===== src/rtl/display_port_bridge_if.sv =====
// Port bus between a kcpsm3-style CPU and the display bridge, plus the display-memory write side.
interface display_port_bridge_if #(
  parameter int unsigned COL_BITS = 7,
  parameter int unsigned ROW_BITS = 5
) ();
  logic [7:0]                   port_id;
  logic                         write_strobe;
  logic                         read_strobe;
  logic [7:0]                   out_port;
  logic [7:0]                   in_port;
  logic [COL_BITS+ROW_BITS-1:0] dsp_addr;
  logic                         dsp_wr;
  logic [15:0]                  dsp_data;
  logic                         busy;

  modport master (
    output port_id, write_strobe, read_strobe, out_port,
    input  in_port, dsp_addr, dsp_wr, dsp_data, busy
  );

  modport slave (
    input  port_id, write_strobe, read_strobe, out_port,
    output in_port, dsp_addr, dsp_wr, dsp_data, busy
  );
endinterface


===== src/rtl/display_port_bridge.sv =====
// Port-mapped text cursor for the character display: CHAR writes one cell and advances,
// plus newline and a hardware clear-screen sequencer.
module display_port_bridge #(
  parameter int unsigned COL_BITS     = 7,
  parameter int unsigned ROW_BITS     = 5,
  parameter int unsigned COLS         = 80,
  parameter int unsigned ROWS         = 30,
  parameter logic [7:0]  ATTR_DEFAULT = 8'h0F,
  parameter logic [7:0]  PORT_BASE    = 8'h80
) (
  input logic                   clk,
  input logic                   reset,
  display_port_bridge_if.slave  bus
);

  localparam int unsigned AddrBits = COL_BITS + ROW_BITS;
  localparam logic [0:0] StIdle  = 1'b0;
  localparam logic [0:0] StClear = 1'b1;
  localparam logic [COL_BITS-1:0] LastCol = COL_BITS'(COLS - 1);
  localparam logic [ROW_BITS-1:0] LastRow = ROW_BITS'(ROWS - 1);

  logic [0:0]          stateQ;
  logic [COL_BITS-1:0] colQ;
  logic [ROW_BITS-1:0] rowQ;
  logic [7:0]          attrQ;
  logic                dspWrQ;
  logic [AddrBits-1:0] dspAddrQ;
  logic [15:0]         dspDataQ;

  logic                hit;
  logic                wrEn;
  logic [COL_BITS-1:0] colSat;
  logic [ROW_BITS-1:0] rowSat;
  logic [7:0]          inPort;
  logic                unusedReadStrobe;

  // Row-major successor of a visible cell; wraps from the last cell back to (0,0).
  function automatic logic [AddrBits-1:0] nextCell(input logic [ROW_BITS-1:0] r,
                                                   input logic [COL_BITS-1:0] c);
    if (c != LastCol) return {r, c + COL_BITS'(1)};
    if (r != LastRow) return {r + ROW_BITS'(1), {COL_BITS{1'b0}}};
    return '0;
  endfunction

  assign hit              = (bus.port_id[7:3] == PORT_BASE[7:3]);
  assign wrEn             = bus.write_strobe & hit;
  assign colSat           = (32'(bus.out_port) >= COLS) ? LastCol : COL_BITS'(bus.out_port);
  assign rowSat           = (32'(bus.out_port) >= ROWS) ? LastRow : ROW_BITS'(bus.out_port);
  assign unusedReadStrobe = bus.read_strobe;

  always_comb begin
    inPort = 8'h00;
    if (hit) begin
      case (bus.port_id[2:0])
        3'd1:    inPort = 8'(colQ);
        3'd2:    inPort = 8'(rowQ);
        3'd3:    inPort = attrQ;
        3'd4:    inPort = {7'b0, stateQ == StClear};
        default: inPort = 8'h00;
      endcase
    end
  end

  always_ff @(posedge clk or posedge reset) begin
    if (reset) begin
      stateQ   <= StIdle;
      colQ     <= '0;
      rowQ     <= '0;
      attrQ    <= ATTR_DEFAULT;
      dspWrQ   <= 1'b0;
      dspAddrQ <= '0;
      dspDataQ <= '0;
    end else begin
      dspWrQ <= 1'b0;
      if (stateQ == StIdle) begin
        if (wrEn) begin
          case (bus.port_id[2:0])
            3'd0: begin
              dspWrQ       <= 1'b1;
              dspAddrQ     <= {rowQ, colQ};
              dspDataQ     <= {attrQ, bus.out_port};
              {rowQ, colQ} <= nextCell(rowQ, colQ);
            end
            3'd1: colQ  <= colSat;
            3'd2: rowQ  <= rowSat;
            3'd3: attrQ <= bus.out_port;
            3'd4: begin
              if (bus.out_port[0]) begin
                // The first blank cell goes out on the same edge the clear is accepted.
                stateQ   <= StClear;
                dspWrQ   <= 1'b1;
                dspAddrQ <= '0;
                dspDataQ <= {attrQ, 8'h20};
              end else if (bus.out_port[1]) begin
                {rowQ, colQ} <= nextCell(rowQ, LastCol);
              end
            end
            default: ;
          endcase
        end
      end else begin
        // dspAddrQ doubles as the clear pointer; attr cannot change while busy.
        if (dspAddrQ == {LastRow, LastCol}) begin
          stateQ <= StIdle;
          colQ   <= '0;
          rowQ   <= '0;
        end else begin
          dspWrQ   <= 1'b1;
          dspAddrQ <= nextCell(dspAddrQ[AddrBits-1:COL_BITS], dspAddrQ[COL_BITS-1:0]);
        end
      end
    end
  end

  assign bus.in_port  = inPort;
  assign bus.dsp_wr   = dspWrQ;
  assign bus.dsp_addr = dspAddrQ;
  assign bus.dsp_data = dspDataQ;
  assign bus.busy     = (stateQ == StClear);

endmodule


===== src/flat_wrapper.sv =====
// flat-port wrapper written by rule: the top's interface ports become plain ports
module display_port_bridge_flat 
#(
  parameter int unsigned COL_BITS     = 7,
  parameter int unsigned ROW_BITS     = 5,
  parameter int unsigned COLS         = 80,
  parameter int unsigned ROWS         = 30,
  parameter logic [7:0]  ATTR_DEFAULT = 8'h0F,
  parameter logic [7:0]  PORT_BASE    = 8'h80
)
  (clk, reset, bus_port_id, bus_write_strobe, bus_read_strobe, bus_out_port, bus_in_port, bus_dsp_addr, bus_dsp_wr, bus_dsp_data, bus_busy);
  display_port_bridge_if #(.COL_BITS(COL_BITS), .ROW_BITS(ROW_BITS)) bus_i ();
  input logic clk;
  input logic reset;
  input wire logic [$bits(bus_i.port_id)-1:0] bus_port_id;
  input wire logic [$bits(bus_i.write_strobe)-1:0] bus_write_strobe;
  input wire logic [$bits(bus_i.read_strobe)-1:0] bus_read_strobe;
  input wire logic [$bits(bus_i.out_port)-1:0] bus_out_port;
  output wire logic [$bits(bus_i.in_port)-1:0] bus_in_port;
  output wire logic [$bits(bus_i.dsp_addr)-1:0] bus_dsp_addr;
  output wire logic [$bits(bus_i.dsp_wr)-1:0] bus_dsp_wr;
  output wire logic [$bits(bus_i.dsp_data)-1:0] bus_dsp_data;
  output wire logic [$bits(bus_i.busy)-1:0] bus_busy;
  assign bus_i.port_id = bus_port_id;
  assign bus_i.write_strobe = bus_write_strobe;
  assign bus_i.read_strobe = bus_read_strobe;
  assign bus_i.out_port = bus_out_port;
  assign bus_in_port = bus_i.in_port;
  assign bus_dsp_addr = bus_i.dsp_addr;
  assign bus_dsp_wr = bus_i.dsp_wr;
  assign bus_dsp_data = bus_i.dsp_data;
  assign bus_busy = bus_i.busy;
  display_port_bridge #(.COL_BITS(COL_BITS), .ROW_BITS(ROW_BITS), .COLS(COLS), .ROWS(ROWS), .ATTR_DEFAULT(ATTR_DEFAULT), .PORT_BASE(PORT_BASE)) u_core (.clk(clk), .reset(reset), .bus(bus_i));
endmodule

===== config.mk =====
export PLATFORM = sky130hd
export DESIGN_NAME = display_port_bridge_flat
export DESIGN_NICKNAME = d
export VERILOG_FILES = /design/src/rtl/display_port_bridge_if.sv /design/src/rtl/display_port_bridge.sv /design/src/flat_wrapper.sv
export SDC_FILE = /design/constraint.sdc
export NUM_CORES = 1
export LEC_CHECK = 0
export CAP_MARGIN = 0
export CORE_UTILIZATION = 48
export DETAILED_ROUTE_END_ITERATION = 8
export GPL_TIMING_DRIVEN = 0
export PLACE_DENSITY = 0.79
export SETUP_SLACK_MARGIN = 0.3
export SLEW_MARGIN = 0
export SYNTH_ARGS = -nofsm -noshare
export SYNTH_HDL_FRONTEND = slang
export SYNTH_SLANG_ARGS = --single-unit
export TNS_END_PERCENT = 100

===== constraint.sdc =====
create_clock -name clk -period 1.8 [get_ports clk]
set_input_delay 0.36 -clock clk [delete_from_list [all_inputs] [get_ports clk]]
set_output_delay 0.36 -clock clk [all_outputs]
set_load 0.01 [all_outputs]

# Word level (Yosys, flattened, before mapping)
# Index checks and enable logic that the tools add are counted.
# totals
regBits	50
in_bits	20
out_inout_bits	38
wordCells	104
# op_classes
add_sub_neg	4
magnitude_cmp	2
n_eq_ne	16
n_mux	62
bitwise_logic	2
n_reduce_logical	11
# op_table
operator	count
$mux 12	14
$mux 7	6
$pmux 16 s2	1
$pmux 8 s4	1
$mux 5	6
$mux 1	28
$pmux 12 s2	1
$pmux 7 s3	1
$mux 16	1
$pmux 5 s3	1
$add 7x1->7 const B	2
$ne 7x7->1 const B	2
$eq 12x12->1 const B	1
$add 5x1->5 const B	2
$ne 5x5->1 const B	2
$reduce_and 5->1	2
$ne 3x2->1 const B	3
$ge 8x5->1 const B	1
$ge 8x7->1 const B	1
$mux 8	1
$reduce_and 4->1	2
$reduce_bool 4->1	2
$eq 3x2->1 const B	2
$ne 2x2->1 const B	3
10 further kinds	11

# Longest topological paths before layout
# Gate-level depths: netlist of the first run.
# logic_depth
ltp_word	14
depth_mapped	8
depth_no_buf	7

# Least setup slack after synthesis of the first run
# OpenSTA, ideal clock, no wires.
# synth_path
path_type	register to register
start	register u_core.dspAddrQ[0] (netlist: u_core.bus.dsp_addr[0])
end	register u_core.dspAddrQ[2] (netlist: u_core.bus.dsp_addr[2])
setup_time_ns	0.126
arrival_time_ns	1.894
required_time_ns	1.674
setup_slack_ns	-0.220
stages_incl_launch_ff	9
n_path_buf	1
period_less_slack_ns	2.020
cell_sequence	dfrtp_1 ha_1 nand3_1 o41ai_4 o31a_1 buf_6 inv_4 and3_1 a221o_1
# synth_via
elab_chain_len	7
word_cells_on_any_way	14
classes_between	1 x add/sub; 3 x eq/ne; 9 x mux; 1 x reduce/logical
# synth_rtl
item	line_no	rtl
start: declaration	display_port_bridge.sv:27	logic [AddrBits-1:0] dspAddrQ;
start signal: assignment	display_port_bridge.sv:80	dspAddrQ <= {rowQ, colQ};
start signal: assignment	display_port_bridge.sv:109	dspAddrQ <= nextCell(dspAddrQ[AddrBits-1:COL_BITS], dspAddrQ[COL_BITS-1:0]);
$add 7x1->7 / $ne 7x7->1 (equally long branches)	display_port_bridge.sv:40	if (c != LastCol) return {r, c + COL_BITS'(1)};
$mux 12 / $mux 1 (equally long branches)	display_port_bridge.sv:40	
$mux 12 / $mux 1 (equally long branches)	display_port_bridge.sv:41, display_port_bridge.sv:103	
$mux 12 / $mux 1 (equally long branches)	display_port_bridge.sv:42, display_port_bridge.sv:75	
$mux 12	display_port_bridge.sv:41	if (r != LastRow) return {r + ROW_BITS'(1), {COL_BITS{1'b0}}};
$mux 12	display_port_bridge.sv:103	if (dspAddrQ == {LastRow, LastCol}) begin
$mux 12	display_port_bridge.sv:75	if (stateQ == StIdle) begin
# Several ways; a longest one is shown, not always the timed one. The select of a mux whose other input is x is not followed.
# A chain may end at the register's enable or synchronous reset.

# Worst setup path in the final report of the first run
# layout_path
start	register u_core.dspAddrQ[4] (netlist: u_core.bus.dsp_addr[4])
end	register u_core.dspAddrQ[2] (netlist: u_core.bus.dsp_addr[2])
# layout_via
elab_chain_len	7
word_cells_on_any_way	10
classes_between	3 x eq/ne; 6 x mux; 1 x reduce/logical
# layout_rtl
item	line_no
$ne 7x7->1	display_port_bridge.sv:40
$mux 1	display_port_bridge.sv:40
$mux 1	display_port_bridge.sv:103
$mux 1	display_port_bridge.sv:75
$mux 12	display_port_bridge.sv:41
$mux 12	display_port_bridge.sv:103
$mux 12	display_port_bridge.sv:75
# Several ways; a longest one is shown, not always the timed one. The select of a mux whose other input is x is not followed.

==> results of run 1 <==
==> worst max-delay path, delay by kind of cell, from the launching register on <==
family                 cells  cell delay [ns]
AO/OA/AOI/OAI              3             0.76
AND/OR/NAND/NOR            2             0.55
flip-flops                 1             0.42
buffers and inverters      3             0.29
==> synth_stat cells, types with 4 or more instances <==
cell and n:
nand2_1 52, dfrtp_1 46, nor2_1 31, o21ai_0 19, a21oi_1 16, nand3_1 13
a22o_1 11, mux2_2 11, clkbuf_1 10, inv_1 8, and3_1 7, ha_1 6
mux2i_1 6, nor3_1 6, a22oi_1 5, o21a_1 5, o21ai_1 5, xor2_1 5
a31oi_1 4, buf_2 4, dfstp_2 4, nand2b_1 4, o211ai_1 4, o22ai_1 4
==> flip-flops by register name, indices dropped and copies added, names as in the netlist <==
signal and cells:
u_core.colQ 7, u_core.bus.dsp_addr 12, u_core.rowQ 5, u_core.bus.dsp_wr 1, u_core.bus.dsp_data 16, u_core.attrQ 8
u_core.bus.busy 1
==> report_power, final <==
group | leakage [nW] | switching [mW] | internal, mW
clock network | 0.0514 | 0.423 | 0.416
logic | 1.61 | 0.149 | 0.0831
registers | 0.595 | 0.00492 | 1.13
==> cell families (layout without fill, tap and decap cells) <==
| group | count (synthesis) | after routing | share of synthesized area |
|---|---|---|---|
| buffers and inverters | 27 | 156 | 0.03987 |
| DFF | 50 | 50 | 0.4043 |
| and+or+nand+nor | 141 | 141 | 0.2239 |
| muxes | 19 | 19 | 0.06645 |
| adders and majority gates | 6 | 6 | 0.02416 |
| AOI/OAI and AO/OA | 98 | 98 | 0.2243 |
| xor gates and xnor gates | 6 | 6 | 0.01691 |
==> layout make-up <==
cell class	count	area [sq um]	area share
plain buffers	18	203.9	0.04189
flip-flops and latches	50	1271	0.2611
repair buffers	120	1059	0.2174
inverters	9	40.04	0.008224
clock buffers	6	72.57	0.01491
well taps	75	93.84	0.01928
clock inverters	2	37.54	0.007710
multi-input cells	270	2086	0.4284
repair inverters	1	5.005	0.001028
==> through the flow <==
step	power (mW)	util	setup TNS, ns
2_1_floorplan	1.264	-	-0.3298
3_3_place_gp	1.345	0.6500	-30.19
3_5_place_dp	1.349	0.6500	-30.44
4_1_cts	2.162	0.7642	-2.144
5_1_grt	2.247	0.7986	-6.568
6_report	2.202	0.7986	-4.766
==> routing by layer <==
metal	vias to the layer above	global-route usage	share of wire
li1	1531	-	-
met1	1787	0.4275	0.39
met2	273	0.5645	0.49
met3	49	0.07473	0.090
met4	0	0.1596	0.033
met5	-	0	0
==> how the worst min path moves through the flow <==
stage,from,endpoint,slack [ns]
after floorplan,reset,u_core.attrQ[4],0.40
final,u_core.bus.dsp_data[12],u_core.bus.dsp_data[12],0.48
after CTS,u_core.bus.dsp_data[5],u_core.bus.dsp_data[5],0.48
after detailed placement,u_core.bus.dsp_data[14],u_core.bus.dsp_data[14],0.45
after global routing,u_core.bus.dsp_data[14],u_core.bus.dsp_data[14],0.51
after global placement,u_core.bus.dsp_data[15],u_core.bus.dsp_data[15],0.45
==> what timing repair did <==
action,CTS,global route
setup buffers,50,14
endpoints found under the setup margin,88,79
pin swaps,36,12
cloned,2,2
resized for setup,165,46
==> flow_summary.toml, run 1 <==
[min_path]
min_path_type = "flip-flop to flip-flop"
min_delay_path_depth = 2

[sta]
setup_viol = 38
slew_headroom = 0.1675
hold_viol = 0
max_freq_mhz = 471.8
rsz0062_at_grt = "yes"
hold_ws_ns = 0.4836
period_needed_ns = 2.120
timing.final.crit_share = 1.178
setup_ws_ns = -0.3197
worst_pin_slew_ns = 1.242
skew_ns = 0.01202
finalMaxSlewViolations = 0

[global_route]
antenna_found_initial = 0
grt_pass1_vias = 3366
grt_pass1_wl_um = 17190
globalRouteOverflowTotal = 0
grt_max_degree = 51
grt_use_total = 0.3433

[floorplanning]
pin_count = 58
start_util = 0.5096
die_x_um = 82.45
die-area_sq_um = 6798
fp.coreArea_sq_um = 6096
die-height_um = 82.45
rows = 28

[logic_synthesis]
ys_ff_latch = 50
syn_nets = 373
yosys_warnings = 0
syn_avg_cell_area_sq_um = 8.953
async_flop_share = 1.000
synth-edff-count = 0
yosysTopAreaCellShare = 0.3705
synth_area_sq_um = 3107
ys_top_cells_by_area = "dfrtp_1 (37%), nand2_1 (6.3%), mux2_2 (4.0%), nor2_1 (3.7%), dfstp_2 (3.4%)"
synth_area_leader_cell = "dfrtp_1"
ys_seq_area_frac = 0.4043
synth_cells = 347
ys.flop_type = "dfrtp_1"
ys_types = 63

[finish]
layout_commonest_cell = "buf_4"
syn_to_final_growth_pct = 56.71
final_cell_mix = "buf_4 (46), nand2_1 (36), dfrtp_1 (34)"
layout-drive-gt1-share = 0.4412
antenna_cells = 0
nets = 501
final_cell_count_no_fill = 551
fin_area_sq_um = 4868
fillers = 368

[setup_path]
reg2regPathDepth = 8
rrSetupSlack_ns = -0.32
path_cells = "buf_6 > or3b_4 > o41ai_4 > o31a_1 > buf_6 > inv_4 > and3_4 > a221o_1"
worstSetupStartpoint = "u_core.bus.dsp_addr[4]"
crit_path_top_delay_cell = "dfrtp_1"
crit-reg2reg-launch = "u_core.bus.dsp_addr[4]"
cp.arrival_ns = 2.33
cp-end-kind = "flip-flop"
crit_end = "u_core.bus.dsp_addr[2]"
crit_path_max_incr_delay_ns = 0.42
crit_type = "flip-flop to flip-flop"
critical_path.startpoint_type = "flip-flop"
cp.required_ns = 2.01
r2r_end = "u_core.bus.dsp_addr[2]"
crit_top_cell = "buf_6"
path_max_fanout = 3

[run_status]
status = "finished, violations left"
violations = "setup timing"

[pwr]
powerDensity_nw_per_um2 = 452.4
vdd_drop_max_mv = 0.3271
leakagePower_nw = 2.252

[route]
routed_wl_um = 12130
drtAntennaViolNets = 0
vias = 3640
wl_per_cell_um = 22.02
drt_first_pass_iters = 5
viasPerCell = 6.606
drt_iter0_drc = 440
drc_errors = 0

[place]
io_buffers = 53
hpwl_um = 6268
gp_congestion = 0.8820
place_inst = 475
dpl_worst_slack_ns = -0.8588
place_area_sq_um = 3963

[clock_network]
insertion_delay_ns = 0.32
htreeDepth = 2
cts_tree = "done"
cts_inserted_buffers = 5
clk_pin_slew_ns = 0.10
clkSinkCount = 50
cts_max_path_buffers = 2
cts-root-buf = "clkbuf_8"
postCtsHoldBufs = 0

[run]
maxCapViolCount = 0
Note: power is estimated with default switching activity, not from simulation.
==> inputs of run 2 (changes only) <==
--- a/config.mk
+++ b/config.mk
@@ -6,10 +6,10 @@
 export NUM_CORES = 1
 export LEC_CHECK = 0
 export CAP_MARGIN = 0
-export CORE_UTILIZATION = 48
+export CORE_UTILIZATION = 35
 export DETAILED_ROUTE_END_ITERATION = 8
 export GPL_TIMING_DRIVEN = 0
-export PLACE_DENSITY = 0.79
+export PLACE_DENSITY = 0.61
 export SETUP_SLACK_MARGIN = 0.3
 export SLEW_MARGIN = 0
 export SYNTH_ARGS = -nofsm -noshare
==> flow_summary.toml, run 2 (same netlist as run 1, synthesis figures left out) <==
[run_status]
status = "finished, violations left"
violations = "setup timing"

[setup_path]
path_cells = "buf_6 > buf_6 > and4bb_2 > or4b_4 > o31a_1 > mux2_4"
path_max_fanout = 5
cp.required_ns = 2.00
critical_path.startpoint_type = "flip-flop"
crit_top_cell = "buf_6"
crit_path_top_delay_cell = "or4b_4"
cp.buffers_inverters = 2
cp.arrival_ns = 2.26
reg2regPathDepth = 6
cp-end-kind = "flip-flop"
worst-path-stages = 6
crit_path_max_incr_delay_ns = 0.49
critPathTopFamily = "simple AND/OR/NAND/NOR gates"
crit_type = "flip-flop to flip-flop"

[pwr]
power.switching_mw = 0.5601
p_comb_frac = 0.109
switching_share = 0.2737
pwr-share-seq = 0.553
leakagePower_nw = 2.207
vdd_drop_max_mv = 0.3306
p_int_mw = 1.487
pwr-share-clk = 0.338
powerDensity_nw_per_um2 = 424.6

[floorplanning]
start_util = 0.3598
die_x_um = 96.22
pin_count = 58
die-area_sq_um = 9257
rows = 34
die-height_um = 96.22
fp.coreArea_sq_um = 8636

[route]
vias = 3279
viasPerCell = 5.713
drtAntennaViolNets = 0
routed_wl_um = 10600
wl_per_cell_um = 18.47
drt_iter0_drc = 199
drt_first_pass_iters = 5
drc_errors = 0

[sta]
finalMaxSlewViolations = 0
period_needed_ns = 2.054
worst_pin_slew_ns = 1.184
max_freq_mhz = 486.8
timing.final.crit_share = 1.141
fin_setup_tns_ns = -2.317
hold_viol = 0
setup_viol = 18
rsz0062_at_grt = "yes"
slew_headroom = 0.2063
setup_ws_ns = -0.2543
skew_ns = 0.007634

[clock_network]
clkSinkCount = 50
insertion_delay_ns = 0.32
cts_max_path_buffers = 2
htreeDepth = 2
clk_pin_slew_ns = 0.10
cts_tree = "done"
cts-root-buf = "clkbuf_8"
cts_inserted_buffers = 5
postCtsHoldBufs = 0

[global_route]
grt_use_total = 0.2413
grt_pass1_wl_um = 16530
grt_pass1_vias = 3173
antenna_found_initial = 0
globalRouteOverflowTotal = 0
grt_max_degree = 51

[finish]
antenna_cells = 0
largest_reg_flops = 16
fillers = 761
layout_commonest_cell = "buf_4"
postLayoutCoreUtil = 0.5581
final_cell_mix = "buf_4 (41), dfrtp_1 (33), nand2_1 (28)"
layout-drive-gt1-share = 0.4442
syn_to_final_growth_pct = 55.13
nets = 491

[place]
hpwl_um = 6560
gp_congestion = 0.8807
io_buffers = 53

[min_path]
min_path_type = "flip-flop to flip-flop"
min_delay_path_depth = 2

[run]
maxCapViolCount = 0
[run 2: stage by stage]
stage               hold slack [ns]  setup WS (ns)  cells  total power, mW  area, sq um
CTS                          0.4749        -0.3015    569            2.042         4686
finish                       0.4671        -0.2543    574            2.047         4820
global route                 0.4984        -0.2950    574            2.114         4820
floorplan                    0.4009        -0.2083    347            1.264         3338
detailed placement           0.4561        -0.8621    508            1.351         4004
global placement             0.4509        -0.8433    508            1.350         4004
[run 2: area by class of cell]
cell class,instances,area [sq um],share of cell area
multi-input cells,270,2110,0.4377
clock inverters,3,21.27,0.004413
repair buffers,110,955.9,0.1983
repair inverters,1,5.005,0.001038
well taps,108,135.1,0.02804
inverters,9,40.04,0.008307
clock buffers,5,68.82,0.01428
flip-flops and latches,50,1272,0.2640
plain buffers,18,211.5,0.04387
[run 2: worst paths after layout]
check / start / end / slack, ns
max in group asynchronous: reset / u_core.colQ[2] / 0.52
hold reg to reg: u_core.bus.dsp_data[5] / u_core.bus.dsp_data[5] / 0.47
hold / removal: u_core.bus.dsp_data[5] / u_core.bus.dsp_data[5] / 0.47
setup reg to reg: u_core.bus.dsp_addr[4] / u_core.colQ[0] / -0.25
setup / recovery: u_core.bus.dsp_addr[4] / u_core.colQ[0] / -0.25
min in group asynchronous: reset / u_core.colQ[4] / 0.54
[run 2: metal layers]
layer	global-route usage	part of all wire	up-vias
li1	-	-	1522
met1	0.3266	0.44	1630
met2	0.4037	0.50	118
met3	0.03318	0.053	9
met4	0.06219	0.012	0
met5	0	0	-
[run 2: power groups by stage]
stage / clock network (mW) / registers (mW) / logic [mW]
after detailed placement: 0 / 1.15 / 0.198
after global placement: 0 / 1.15 / 0.196
after CTS: 0.700 / 1.13 / 0.211
after floorplan: 0 / 1.15 / 0.113
after global routing: 0.741 / 1.13 / 0.241
final: 0.693 / 1.13 / 0.223
[run 2: tightest hold or removal path, stage by stage, from the launching register on]
cell and delay, ns:
dfrtp_1 0.35, nand2_1 0.05, nand2_1 0.04
[run 2: timing repair]
action	in CTS	in global routing
setup endpoints to repair	88	78
pin swaps	41	19
gates cloned	3	1
resized for setup	161	43
setup buffers	50	4
==> inputs of run 3 (changes only) <==
--- a/config.mk
+++ b/config.mk
@@ -9,7 +9,8 @@
 export CORE_UTILIZATION = 35
 export DETAILED_ROUTE_END_ITERATION = 8
 export GPL_TIMING_DRIVEN = 0
-export PLACE_DENSITY = 0.61
+export PLACE_DENSITY = 0.59
+export REMOVE_ABC_BUFFERS = 1
 export SETUP_SLACK_MARGIN = 0.3
 export SLEW_MARGIN = 0
 export SYNTH_ARGS = -nofsm -noshare
==> flow_summary.toml, run 3 (same netlist as run 1, synthesis figures left out) <==
[floorplanning]
die_x_um = 96.22
pin_count = 58
start_util = 0.3598
die-area_sq_um = 9257
die-height_um = 96.22
fp.coreArea_sq_um = 8636
rows = 34

[place]
io_buffers = 56
hpwl_um = 6146
place_area_sq_um = 3735
place_inst = 494
gp_congestion = 0.8615

[pwr]
pwr-share-clk = 0.332
p_comb_frac = 0.116
vdd_drop_max_mv = 0.2408
power.switching_mw = 0.5515
switching_share = 0.2693
leakagePower_nw = 2.199
pwr-share-seq = 0.552
p_int_mw = 1.497
fin_total_pwr_mw = 2.048
powerDensity_nw_per_um2 = 418.6

[clock_network]
insertion_delay_ns = 0.31
cts_tree = "done"
cts_inserted_buffers = 5
clk_pin_slew_ns = 0.10
postCtsHoldBufs = 0
clkSinkCount = 50
cts-root-buf = "clkbuf_8"
htreeDepth = 2
cts_max_path_buffers = 2

[sta]
finalMaxSlewViolations = 0
period_needed_ns = 1.951
setup_ws_ns = -0.1506
worst_pin_slew_ns = 0.5468
rsz0062_at_grt = "yes"
slew_headroom = 0.6339
fin_setup_tns_ns = -1.033
skew_ns = 0.008003
max_freq_mhz = 512.7
timing.final.crit_share = 1.084
setup_viol = 18
hold_viol = 0

[route]
drt_iter0_drc = 195
drt_first_pass_iters = 5
route.met2.wl_um = 5012
vias = 3345
drtAntennaViolNets = 0
viasPerCell = 5.777
wl_per_cell_um = 18.50
dr.max_layer_used = "met4"
routed_wl_um = 10710
dr_wl_met3_um = 903
wl_met1_um = 4504
drc_errors = 0

[finish]
final_cell_count_no_fill = 579
layout-drive-gt1-share = 0.4650
layout_commonest_cell = "buf_4"
nets = 496
antenna_cells = 0
largest_reg_flops = 16
fillers = 754
fin_area_sq_um = 4893
final_cell_mix = "buf_4 (51), nand2_1 (39), dlygate4sd2_1 (30), dfrtp_1 (30), buf_6 (29)"
syn_to_final_growth_pct = 57.51

[setup_path]
cp.required_ns = 2.00
cp-end-kind = "flip-flop"
path_max_fanout = 3
crit_type = "flip-flop to flip-flop"
critical_path.startpoint_type = "flip-flop"
cp.arrival_ns = 2.15

[run]
maxCapViolCount = 0

[global_route]
globalRouteOverflowTotal = 0
grt_pass1_vias = 3219
grt_use_total = 0.2406
antenna_found_initial = 0
grt_max_degree = 35
grt_pass1_wl_um = 16750

[run_status]
status = "finished, violations left"
violations = "setup timing"

[min_path]
min_path_type = "primary input to async pin"
==> run 3: power groups by stage <==
stage / logic, mW / clock network [mW] / registers, mW
floorplan: 0.0818 / 0 / 1.15
global placement: 0.173 / 0 / 1.15
detailed placement: 0.180 / 0 / 1.15
CTS: 0.215 / 0.684 / 1.13
global route: 0.257 / 0.734 / 1.13
finish: 0.237 / 0.680 / 1.13
==> run 3: critical path: stages, from the launching register on <==
cell and delay [ns]:
dfrtp_2 0.44, or3b_4 0.42, o41ai_4 0.29, o31a_4 0.25, inv_4 0.04, and3_4 0.15, a221o_1 0.26
==> run 3: final cells by class <==
| class | instances | area (sq um) | share of cell area |
|---|---|---|---|
| tap | 108 | 135.1 | 0.02761 |
| multi-input combinational | 271 | 2213 | 0.4523 |
| clock buffer | 6 | 72.57 | 0.01483 |
| inverter | 9 | 38.79 | 0.007926 |
| timing repair buffer | 133 | 1141 | 0.2332 |
| clock inverter | 2 | 13.76 | 0.002813 |
| sequential | 50 | 1279 | 0.2613 |
==> run 3: repair_timing <==
item | CTS | global route
setup buffers | 64 | 11
cloned | 2 | 0
endpoints found under the setup margin | 88 | 63
resized for setup | 230 | 47
pin swaps | 55 | 28
==> run 3: path summary, 6_finish.rpt <==
path,slack [ns],startpoint,endpoint,depth (start not counted)
min in group clk,0.48,u_core.bus.dsp_data[13],u_core.bus.dsp_data[13],2
setup / recovery,-0.15,u_core.bus.dsp_addr[5],u_core.bus.dsp_addr[2],6
max in group asynchronous,0.90,reset,u_core.attrQ[0],3
hold reg to reg,0.48,u_core.bus.dsp_data[13],u_core.bus.dsp_data[13],2
setup reg to reg,-0.15,u_core.bus.dsp_addr[5],u_core.bus.dsp_addr[2],6
hold / removal,0.34,reset,u_core.bus.dsp_data[11],2
==> run 3: per-layer routing <==
metal  up-vias  track usage
met2       167       0.3918
met4         0      0.06965
met5         -            0
li1       1522            -
met3        31      0.04660
met1      1625       0.3226
==> run 3: metrics by stage <==
stage / worst slack, ns / hold slack [ns] / util
after floorplan: -0.4255 / 0.4513 / -
after global placement: -1.213 / 0.4610 / 0.4302
after detailed placement: -1.234 / 0.4611 / 0.4325
after CTS: -0.07193 / 0.3483 / 0.5375
after global routing: -0.1917 / 0.3769 / 0.5666
final: -0.1506 / 0.3394 / 0.5666
